$ cat src/rtl/gpr_wb_pkg.sv
// Shared types and widths for the GPR write-port arbiter and its secondary-result queue.
package gpr_wb_pkg;

    localparam int unsigned REG_AW   = 5;
    localparam int unsigned REG_DW   = 32;
    localparam int unsigned STARVE_W = 4;

    localparam logic [REG_AW-1:0] REG_ZERO = 5'd0;

    typedef logic [STARVE_W-1:0] starve_cnt_t;

    typedef struct packed {
        logic [REG_AW-1:0] wa;
        logic [REG_DW-1:0] wd;
    } wb_entry_t;

endpackage

$ cat src/rtl/wb_fifo2.sv
// Two-entry in-order queue of pending register writes with kill-by-address,
// compaction of removed entries and two address-match lookups for the hazard unit.
module wb_fifo2
    import gpr_wb_pkg::*;
(
    input  logic              clk,
    input  logic              reset,
    input  logic              pop,
    input  logic              kill_en,
    input  logic [REG_AW-1:0] kill_wa,
    input  logic              push,
    input  wb_entry_t         push_entry,
    input  logic [REG_AW-1:0] q_a1,
    input  logic [REG_AW-1:0] q_a2,
    output wb_entry_t         head_c,
    output logic              empty_c,
    output logic              full_c,
    output logic              match1_c,
    output logic              match2_c
);

    wb_entry_t [1:0] ent_q;
    wb_entry_t [1:0] ent_d;
    logic      [1:0] vld_q;
    logic      [1:0] vld_d;
    logic      [1:0] keep;
    logic            push_ok;

    // Entries are kept compacted: slot 1 valid implies slot 0 valid.
    always_comb begin
        ent_d   = ent_q;
        vld_d   = 2'b00;
        keep[0] = vld_q[0] && !pop && !(kill_en && (ent_q[0].wa == kill_wa));
        keep[1] = vld_q[1] && !(kill_en && (ent_q[1].wa == kill_wa));
        push_ok = push && !vld_q[1];

        if (keep[0]) begin
            vld_d[0] = 1'b1;
            if (keep[1]) begin
                vld_d[1] = 1'b1;
            end else if (push_ok) begin
                ent_d[1] = push_entry;
                vld_d[1] = 1'b1;
            end
        end else if (keep[1]) begin
            ent_d[0] = ent_q[1];
            vld_d[0] = 1'b1;
            if (push_ok) begin
                ent_d[1] = push_entry;
                vld_d[1] = 1'b1;
            end
        end else if (push_ok) begin
            ent_d[0] = push_entry;
            vld_d[0] = 1'b1;
        end
    end

    always_ff @(posedge clk or posedge reset) begin
        if (reset) begin
            ent_q <= '0;
            vld_q <= 2'b00;
        end else begin
            ent_q <= ent_d;
            vld_q <= vld_d;
        end
    end

    always_comb begin
        head_c   = ent_q[0];
        empty_c  = !vld_q[0];
        full_c   = vld_q[1];
        match1_c = (q_a1 != REG_ZERO) &&
                   ((vld_q[0] && (ent_q[0].wa == q_a1)) || (vld_q[1] && (ent_q[1].wa == q_a1)));
        match2_c = (q_a2 != REG_ZERO) &&
                   ((vld_q[0] && (ent_q[0].wa == q_a2)) || (vld_q[1] && (ent_q[1].wa == q_a2)));
    end

endmodule

$ cat src/rtl/gpr_write_arbiter.sv
// Sole owner of the register-file write port: W-stage writes win, queued secondary results drain otherwise.
// Define GPR_WB_TRACE_EN to print a register-write / drop trace for log diffing.
module gpr_write_arbiter
    import gpr_wb_pkg::*;
#(
    parameter int unsigned STARVE_MAX = 8
)
(
    input  logic              clk,
    input  logic              reset,
    input  logic              p_we,
    input  logic [REG_AW-1:0] p_wa,
    input  logic [REG_DW-1:0] p_wd,
    input  logic              s_valid,
    output logic              s_ready,
    input  logic [REG_AW-1:0] s_wa,
    input  logic [REG_DW-1:0] s_wd,
    input  logic [REG_AW-1:0] q_a1,
    input  logic [REG_AW-1:0] q_a2,
    output logic              pend1,
    output logic              pend2,
    output logic              gpr_we,
    output logic [REG_AW-1:0] gpr_wa,
    output logic [REG_DW-1:0] gpr_wd,
    output logic              stall_o
);

    logic              prim_act;
    logic              drain;
    logic              push;
    logic              q_empty;
    logic              q_full;
    logic              match1;
    logic              match2;
    wb_entry_t         head;
    wb_entry_t         push_entry;
    starve_cnt_t       cnt_q;
    starve_cnt_t       cnt_d;
    logic [REG_AW-1:0] last_wa_q;
    logic [REG_AW-1:0] last_wa_d;
    logic [REG_DW-1:0] last_wd_q;
    logic [REG_DW-1:0] last_wd_d;

    wb_fifo2 u_fifo (
        .clk        (clk),
        .reset      (reset),
        .pop        (drain),
        .kill_en    (prim_act),
        .kill_wa    (p_wa),
        .push       (push),
        .push_entry (push_entry),
        .q_a1       (q_a1),
        .q_a2       (q_a2),
        .head_c     (head),
        .empty_c    (q_empty),
        .full_c     (q_full),
        .match1_c   (match1),
        .match2_c   (match2)
    );

    // Queued results are older than a concurrent primary write to the same register, so they are dropped.
    always_comb begin
        prim_act      = !reset && p_we && (p_wa != REG_ZERO);
        drain         = !reset && !prim_act && !q_empty;
        push          = s_valid && !q_full && (s_wa != REG_ZERO) && !(prim_act && (s_wa == p_wa));
        push_entry.wa = s_wa;
        push_entry.wd = s_wd;

        gpr_we = prim_act || drain;
        gpr_wa = last_wa_q;
        gpr_wd = last_wd_q;
        if (prim_act) begin
            gpr_wa = p_wa;
            gpr_wd = p_wd;
        end else if (drain) begin
            gpr_wa = head.wa;
            gpr_wd = head.wd;
        end
        last_wa_d = gpr_wa;
        last_wd_d = gpr_wd;

        cnt_d = cnt_q;
        if (q_empty || drain) begin
            cnt_d = '0;
        end else if (cnt_q != '1) begin
            cnt_d = cnt_q + starve_cnt_t'(1);
        end

        s_ready = !q_full;
        stall_o = q_full || (cnt_q >= starve_cnt_t'(STARVE_MAX));
        pend1   = match1;
        pend2   = match2;
    end

    always_ff @(posedge clk or posedge reset) begin
        if (reset) begin
            cnt_q     <= '0;
            last_wa_q <= '0;
            last_wd_q <= '0;
        end else begin
            cnt_q     <= cnt_d;
            last_wa_q <= last_wa_d;
            last_wd_q <= last_wd_d;
        end
    end

`ifdef GPR_WB_TRACE_EN
    always_ff @(posedge clk) begin
        if (gpr_we && (gpr_wa != REG_ZERO)) begin
            $display("$%0d <= %08h", gpr_wa, gpr_wd);
        end
        if (!reset && s_valid && s_ready && !push) begin
            $display("drop $%0d", s_wa);
        end
        for (int i = 0; i < 2; i++) begin
            if (prim_act && u_fifo.vld_q[i] && (u_fifo.ent_q[i].wa == p_wa)) begin
                $display("drop $%0d", p_wa);
            end
        end
    end
`endif

endmodule
$ cat config.mk
export PLATFORM = sky130hd
export DESIGN_NAME = gpr_write_arbiter
export DESIGN_NICKNAME = d
export VERILOG_FILES = /design/src/rtl/gpr_wb_pkg.sv /design/src/rtl/wb_fifo2.sv /design/src/rtl/gpr_write_arbiter.sv
export SDC_FILE = /design/constraint.sdc
export NUM_CORES = 1
export LEC_CHECK = 0
export CORE_MARGIN = 4
export CORE_UTILIZATION = 31
export CTS_CLUSTER_DIAMETER = 120
export DETAILED_ROUTE_END_ITERATION = 10
export PLACE_DENSITY_LB_ADDON = 0.25
export SYNTH_ARGS = -nofsm -noshare
export SYNTH_HDL_FRONTEND = slang
export SYNTH_SLANG_ARGS = --single-unit
$ cat constraint.sdc
create_clock -name clk -period 6.15 [get_ports clk]
set_clock_uncertainty 0.1 [all_clocks]
set_input_delay 1.23 -clock clk [delete_from_list [all_inputs] [get_ports clk]]
set_output_delay 1.23 -clock clk [all_outputs]
set_load 0.01 [all_outputs]
==> flow_summary.toml <==
[outcome]
status = "finished clean"

[cts]
numCtsBuffers = 17
cts_resized = 0
cts.clk_slew.worst_paths_ps = 50
clkLatencyLatePin_ps = 410
max-clock-path-buffers = 2
post_cts_buffers = 0
cts_hold_buf = 0
tritoncts = "built"
cts-root-buf = "clkbuf_16"
htree_levels = 4
clock-sinks = 117

[sta]
maxSlewHeadroom = 0.211
rsz0062_at_grt = "false"
layout_min_cycle_time_ps = 5530
max_freq_mhz = 181
maxSlewViolCount = 0
tightestPinTransition_ps = 1180
fin_setup_tns_ps = 0
min_period_over_period = 0.898
setup-violations-final = 0
finalHoldViolCount = 0

[layout]
drive_above_1_share = 0.146
fin_area_um2 = 7490
fill_cells = 1601
multiInputGateArea_um2 = 2320
diodes = 0
seqCellArea_um2 = 2930
syn2layout_area_growth_pct = 38.9
layout.nets = 681

[place]
hpwlAfterDp_mm = 10.5
place_congestion = 0.836
numPortBuffers = 129
placed_area_um2 = 6950

[floorplan]
die_area_um2 = 19600
core_area_um2 = 16800
start_util = 0.321
ios = 130
fp-row-count = 47
die_w_um = 140
die_height_um = 140

[routing]
viasPerCell = 5.06
wire_per_inst_um = 18.8
dr.pass1.iters = 5
ant_nets = 0
vias = 4161
drt_iter0_drc = 162
drc = 0
routed_wl_mm = 15.5

[worst_setup_path]
worstRegToRegCells = 6
start_kind = "input pin"
worstPathArrival_ps = 4200
crit_required_ps = 4820
worstSetupPathType = "input pin to output pin"
critPathCaptureType = "output pin"
cp_max_fo = 19

[global_routing]
antenna_found_initial = 0
grt_first_pass_wirelength_mm = 24.7
globalRouteOverflowTotal = 0
first_global_vias = 4536
grt_max_degree = 69
grtUsageTotal = 0.160

[logic_synthesis]
synth_cells = 467
syn_nets = 557
synth-edff-count = 0
synth_warnings = 0
ys_async_sr_fraction = 1.00
synthFlopType = "dfrtp_1"
syn_area_um2 = 5390
yosysSeqAreaShare = 0.543
synth_cell_types = 37
syn_avg_cell_area_um2 = 11.6
synth_seq_cells = 117

[run]
maxCapViolCount = 0

[power_and_ir_drop]
leakage_nw = 3.22
powerDensity_nw_per_um2 = 493
ir_drop_mv = 0.263

[hold_path]
hold_path_class = "flop to flop"
holdPathStages = 2
-- critical path, cell delays in order --
cell and delay [ps]:
clkdlybuf4s50_1 540, or4_4 600, o21ai_0 260, and3_2 560
buf_12 230, a22oi_1 100, nand2_1 120, clkdlybuf4s50_1 550
-- registers in the layout, indices dropped and copies added, names as in the netlist --
name,count
cnt_q,4
last_wd_q,32
u_fifo.head_c,37
last_wa_q,5
u_fifo.ent_q,37
u_fifo.vld_q,2
-- where the power goes --
| group | switching [mW] | internal (mW) |
|---|---|---|
| registers | 0.264 | 1.14 |
| logic | 0.618 | 0.789 |
| clock network | 0.334 | 0.553 |
-- metal layers --
metal	track usage	routed length (um)	up-vias
li1	-	-	1956
met1	0.214	7260	2055
met2	0.247	7240	126
met3	0.0419	687	24
met4	0.0637	293	0
met5	0	0	-
-- layout make-up --
cell class | count | area share
Timing Repair Buffer | 141 | 0.188
Clock inverter | 7 | 0.00651
Sequential cell | 117 | 0.391
Clock buffer | 24 | 0.0656
Tap cell | 220 | 0.0367
Multi-Input combinational cell | 309 | 0.310
Inverter | 5 | 0.00301
-- final timing paths --
| kind | slack (ps) | endpoint | startpoint |
|---|---|---|---|
| worst min register to register | 360 | last_wd_q[21] | last_wd_q[21] |
| worst max-delay path | 620 | gpr_wa[1] | p_wa[1] |
| worst max register to register | 3160 | u_fifo.ent_q[70] | u_fifo.head_c[36] |
| max in group asynchronous | 3060 | u_fifo.head_c[15] | reset |
| min in group asynchronous | 1560 | u_fifo.vld_q[1] | reset |
| worst min-delay path | 360 | last_wd_q[21] | last_wd_q[21] |
-- metrics by stage --
stage	power [mW]	hold WS (ps)	worst slack [ps]	util	std cells
global route	3.92	391	476	0.446	823
CTS	3.74	372	616	0.446	823
detailed placement	2.83	357	623	0.413	792
finish	3.70	364	625	0.446	823
global placement	2.78	354	729	0.413	792
floorplan	2.25	380	729	-	467
-- layout by cell type, fill, tap and decap left out, types with 2 or more instances in the layout --
cell type / instances
nor3_1: 3
o21ai_0: 2
inv_1: 4
ha_1: 2
xor2_1: 23
nand3_1: 10
or4_1: 3
clkinv_2: 2
nor4_1: 4
clkbuf_1: 3
xnor2_1: 13
o22ai_1: 37
buf_4: 10
dfrtp_1: 117
clkbuf_8: 4
mux2_4: 30
a21oi_1: 3
or2_2: 2
buf_12: 2
a2bb2oi_1: 36
clkinvlp_4: 5
clkbuf_16: 17
clkdlybuf4s50_1: 129
nor2_1: 7
a22oi_1: 37
nand2_1: 75
mux2_2: 7
-- cells in the mapped netlist (5+ instances only) --
cell type,instances,share of area
buf_1,6,0.0042
buf_2,6,0.0056
a22oi_1,37,0.051
o22ai_1,37,0.043
xor2_1,23,0.037
nor2_1,7,0.0049
clkbuf_1,20,0.014
nand2_1,75,0.052
nand3_1,10,0.0093
inv_1,5,0.0035
mux2_4,30,0.084
mux2_2,7,0.015
xnor2_1,13,0.021
a2bb2oi_1,36,0.058
dfrtp_1,117,0.54
-- logic make-up after synthesis --
family	after synthesis	share of synthesized area
adders and majority gates	2	0.00464
and+or+nand+nor	108	0.0861
muxes	38	0.100
AOI/OAI and AO/OA	125	0.173
DFF	117	0.543
xor gates and xnor gates	36	0.0585
buffers and inverters	41	0.0355
(Power assumes the default switching activity.)
